**src/rtl/packet_slot_allocator.sv**
```systemverilog
// Occupancy tracker for the packet buffer: grants the highest-indexed free slot to the
// allocation requester, accepts releases, and keeps free count, full/empty and an error flag.
module packet_slot_allocator #(
    parameter int NUM_ENTRIES = 8,
    localparam int IDX_W = $clog2(NUM_ENTRIES)
) (
    input  logic                   clk,
    input  logic                   rst,
    input  logic                   alloc_req,
    output logic                   alloc_grant,
    output logic [IDX_W-1:0]       alloc_index,
    input  logic                   free_valid,
    input  logic [IDX_W-1:0]       free_index,
    output logic [NUM_ENTRIES-1:0] in_use_bitmap,
    output logic [IDX_W:0]         free_count,
    output logic                   full,
    output logic                   empty,
    output logic                   err_double_free,
    input  logic                   err_clear
);

    typedef enum logic {
        GRANT_IDLE,
        GRANT_PULSE
    } grant_state_e;

    grant_state_e           grant_q;
    logic [NUM_ENTRIES-1:0] in_use_q;
    logic [NUM_ENTRIES-1:0] in_use_d;
    logic [NUM_ENTRIES-1:0] free_bitmap;
    logic [IDX_W:0]         free_count_q;
    logic [IDX_W:0]         free_count_d;
    logic [IDX_W-1:0]       alloc_index_q;
    logic                   err_q;
    logic [IDX_W-1:0]       sel_index;
    logic                   sel_valid;
    logic                   alloc_fire;
    logic                   free_in_range;
    logic                   legal_free;
    logic                   illegal_free;

    assign free_bitmap = ~in_use_q;

    // Ascending scan so the last free slot seen, i.e. the highest index, wins.
    always_comb begin : next_free_index_comb
        sel_valid = 1'b0;
        sel_index = '0;
        for (int i = 0; i < NUM_ENTRIES; i++) begin
            if (free_bitmap[i]) begin
                sel_valid = 1'b1;
                sel_index = IDX_W'(i);
            end
        end
    end

    assign alloc_fire    = alloc_req && sel_valid;
    assign free_in_range = ({1'b0, free_index} < (IDX_W + 1)'(NUM_ENTRIES));
    assign legal_free    = free_valid && free_in_range && in_use_q[free_index];
    assign illegal_free  = free_valid && !legal_free;

    // Selection and release legality both use pre-edge state, so the two never touch the same bit.
    always_comb begin
        in_use_d = in_use_q;
        if (alloc_fire) begin
            in_use_d[sel_index] = 1'b1;
        end
        if (legal_free) begin
            in_use_d[free_index] = 1'b0;
        end
    end

    assign free_count_d = free_count_q - (IDX_W + 1)'(alloc_fire) + (IDX_W + 1)'(legal_free);

    always_ff @(posedge clk or posedge rst) begin
        if (rst) begin
            grant_q       <= GRANT_IDLE;
            in_use_q      <= '0;
            free_count_q  <= (IDX_W + 1)'(NUM_ENTRIES);
            alloc_index_q <= '0;
            err_q         <= 1'b0;
        end else begin
            grant_q      <= alloc_fire ? GRANT_PULSE : GRANT_IDLE;
            in_use_q     <= in_use_d;
            free_count_q <= free_count_d;
            if (alloc_fire) begin
                alloc_index_q <= sel_index;
            end
            if (illegal_free) begin
                err_q <= 1'b1;
            end else if (err_clear) begin
                err_q <= 1'b0;
            end
        end
    end

    assign alloc_grant     = (grant_q == GRANT_PULSE);
    assign alloc_index     = alloc_index_q;
    assign in_use_bitmap   = in_use_q;
    assign free_count      = free_count_q;
    assign full            = (free_count_q == '0);
    assign empty           = (free_count_q == (IDX_W + 1)'(NUM_ENTRIES));
    assign err_double_free = err_q;

endmodule

```
**config.mk**
```make
export PLATFORM = sky130hd
export DESIGN_NAME = packet_slot_allocator
export DESIGN_NICKNAME = d
export VERILOG_FILES = /design/src/rtl/packet_slot_allocator.sv
export SDC_FILE = /design/constraint.sdc
export NUM_CORES = 1
export LEC_CHECK = 0
export CORE_ASPECT_RATIO = 0.9
export CORE_UTILIZATION = 47
export CTS_CLUSTER_DIAMETER = 200
export DETAILED_ROUTE_END_ITERATION = 8
export HOLD_SLACK_MARGIN = 0.12
export PLACE_DENSITY = 0.82
export SKIP_CTS_REPAIR_TIMING = 1
export SLEW_MARGIN = 20
export SYNTH_ARGS = -nofsm -noshare
export SYNTH_HDL_FRONTEND = slang
export SYNTH_SLANG_ARGS = --single-unit
```
**constraint.sdc**
```tcl
create_clock -name clk -period 2.9 [get_ports clk]
set_clock_uncertainty 0.05 [all_clocks]
set_input_delay 0.435 -clock clk [delete_from_list [all_inputs] [get_ports clk]]
set_output_delay 0.435 -clock clk [all_outputs]
set_load 0.03 [all_outputs]
```
==> results.ini, run 1 <==
[cts]
tritoncts.num_buffers=3
cts.sinks=17
clock-root-buffer=sky130_fd_sc_hd__clkbuf_4
clock_tree_from_tritoncts=done
max-clock-path-buffers=2
htree_levels=1
cts.reportedPaths.clkPinSlew_ps=100
clkLatencyLatePin_ps=290

[worst_hold_path]
hold_path_class=reg2reg

[routing]
final_routed_wire_length_divided_by_cell_count_um=13.2
via_count=858
detail_route.drc_violations=0
drt_pre_antenna_iters=4
post_drt_via_cell_ratio=5.61
detail_route.iter0.violations=29
drtAntennaViolNets=0
wirelength_um=2020

[synth]
synth_top_area_frac=0.409
synth_top_area_cell=sky130_fd_sc_hd__dfrtp_1
yosysWarningCount=0
synth_sequential_area_ratio=0.436
post_synth_main_area_contributors=sky130_fd_sc_hd__dfrtp_1, sky130_fd_sc_hd__ha_1, sky130_fd_sc_hd__a41oi_1
synthesis.nets=115
post_synth_num_cell_types=34
postSynthAreaPerCell_um2=9.80
yosys_register_bits=17
synthCells=100
syn-cell-area_um2=980

[finish]
design.final.nets=144
multi_input_area_um2=485
mostFrequentLayoutCells=sky130_fd_sc_hd__clkdlybuf4s50_1, sky130_fd_sc_hd__dfrtp_1, sky130_fd_sc_hd__inv_1
most_frequent_standard_cell_in_the_layout_excluding_fill_and_tap_cells=sky130_fd_sc_hd__clkdlybuf4s50_1
post_route_cells_drive_above_1_share=0.0781
area_growth_pct=31.3
n_antenna_cell=0
final_cell_count_without_fillers=153
regArea_um2=427
fillCellCount=151

[sta]
setup_tns_ps=0
fraction_of_the_cycle_the_final_worst_path_needs=0.893
worst-slew-pin-transition_ps=646
hold_viol=0
final_period_minus_worst_setup_slack_ps=2590
grt_setup_unrepaired=false
clock.fmax_mhz=386
timing_max_transition_violations_final=0
slew_headroom=0.569
setup_viol_count_final=0

[critical_path]
critPathCaptureType=flop
worstSetupPathType=in2reg
critical_path_required_ps=3040
critical_path.max_fanout=8
cp-start-kind=primary input
critical_path_arrival_ps=2720

[power_and_ir_drop]
leakage_dissipation_uw=0.000568
power.ir.vdd_worst_uv=739
power.density_nw_per_um2=1050

[global_routing]
grt-ovfl-total=0
grt_first_pass_wirelength_um=3410
grt_antenna_before_repair=0
grt_max_degree=18
globalRouteTotalUtil=0.206
via_count_of_the_first_global_routing_pass=774

[floorplanning]
floorplan.initialDensity=0.507
core_um2=1930
floorplan.die.height_um=45.3
dieArea_um2=2270
pin_count=27
die_w_um=50.1
num_rows=15

[status]
status=finished clean

[place]
numPlacedInstances=149
port-buffer-count=26
gp_congestion=0.926
dp_hpwl_um=1560

[job]
timing.max_cap.violations=0

-- worst max-delay path, cell delays in order --
cell and delay, ps:
sky130_fd_sc_hd__clkdlybuf4s50_1 660, sky130_fd_sc_hd__mux2i_1 210, sky130_fd_sc_hd__o21ai_0 150, sky130_fd_sc_hd__o31ai_1 220
sky130_fd_sc_hd__ha_1 260, sky130_fd_sc_hd__inv_1 50, sky130_fd_sc_hd__ha_1 160, sky130_fd_sc_hd__inv_1 60
sky130_fd_sc_hd__fa_1 370, sky130_fd_sc_hd__xnor2_1 140
-- registers in the layout, summed over array words and instances (netlist names) --
signal,flops
err_double_free,1
alloc_grant,1
free_count,4
alloc_index,3
in_use_bitmap,8
-- cells in the mapped netlist, drive strengths merged --
cell type	number
ha	6
a21o	1
a41oi	5
o31ai	1
nor3	1
a21oi	6
inv	11
o21ai	5
o21a	1
xnor2	1
a21boi	1
nor2	8
dfrtp	16
a31oi	2
nand3b	1
o22a	1
dfstp	1
a22o	2
xor2	1
nand3	3
mux2	1
nor2b	2
nand2b	2
mux2i	2
buf	4
nand4	2
fa	1
nor3b	3
o32ai	1
nand2	8
-- area by class of cell --
| cell class | instances | share of cell area |
|---|---|---|
| Inverter | 11 | 0.0321 |
| Tap cell | 25 | 0.0243 |
| Timing Repair Buffer | 28 | 0.214 |
| Clock buffer | 4 | 0.0204 |
| Sequential cell | 17 | 0.332 |
| Multi-Input combinational cell | 68 | 0.377 |
-- metrics by stage --
step	total power (uW)	hold WS, ps	utilization	worst slack, ps	area (um2)
after floorplan	944	310	-	558	980
after global placement	1210	434	0.652	70.3	1260
after detailed placement	1230	435	0.652	7.54	1260
after CTS	1360	462	0.665	316	1290
after global routing	1450	491	0.665	202	1290
final	1350	457	0.665	312	1290
-- cells by family after synthesis --
logic type      synth area share
compound gates             0.192
xor+xnor                  0.0179
fa+ha+maj                 0.0971
buf+inv                   0.0690
flops                      0.436
mux                       0.0358
simple gates               0.153
-- layer usage --
layer  track usage  wire length, um
met5             0                0
met4        0.0857               29
met3        0.0202               92
met2         0.339              944
met1         0.281              953
-- path summary, 6_finish.rpt --
kind                             startpoint               end  slack [ps]  depth (start not counted)
setup / recovery              free_index[2]     free_count[2]         310                         10
min in group asynchronous               rst    alloc_index[1]         470                          2
setup reg to reg           in_use_bitmap[6]     free_count[2]         540                         10
max in group asynchronous               rst  in_use_bitmap[2]        1920                          2
hold / removal               alloc_index[2]    alloc_index[2]         460                          1
hold reg to reg              alloc_index[2]    alloc_index[2]         460                          1
-- power by group --
| group | switching, uW | total, uW | internal, uW |
|---|---|---|---|
| combinational | 424 | 769 | 345 |
| sequential | 115 | 454 | 340 |
| clock | 76.3 | 130 | 53.5 |
No activity file was read; power rests on OpenSTA's default activity.
==> inputs of run 2 (changes only) <==
--- a/config.mk
+++ b/config.mk
@@ -5,6 +5,7 @@
 export SDC_FILE = /design/constraint.sdc
 export NUM_CORES = 1
 export LEC_CHECK = 0
+export ABC_CLOCK_PERIOD_IN_PS = 2900
 export CORE_ASPECT_RATIO = 0.9
 export CORE_UTILIZATION = 47
 export CTS_CLUSTER_DIAMETER = 200
==> results of run 2 <==
Same layout as run 1: the final DEF is identical, and so are final timing and power.
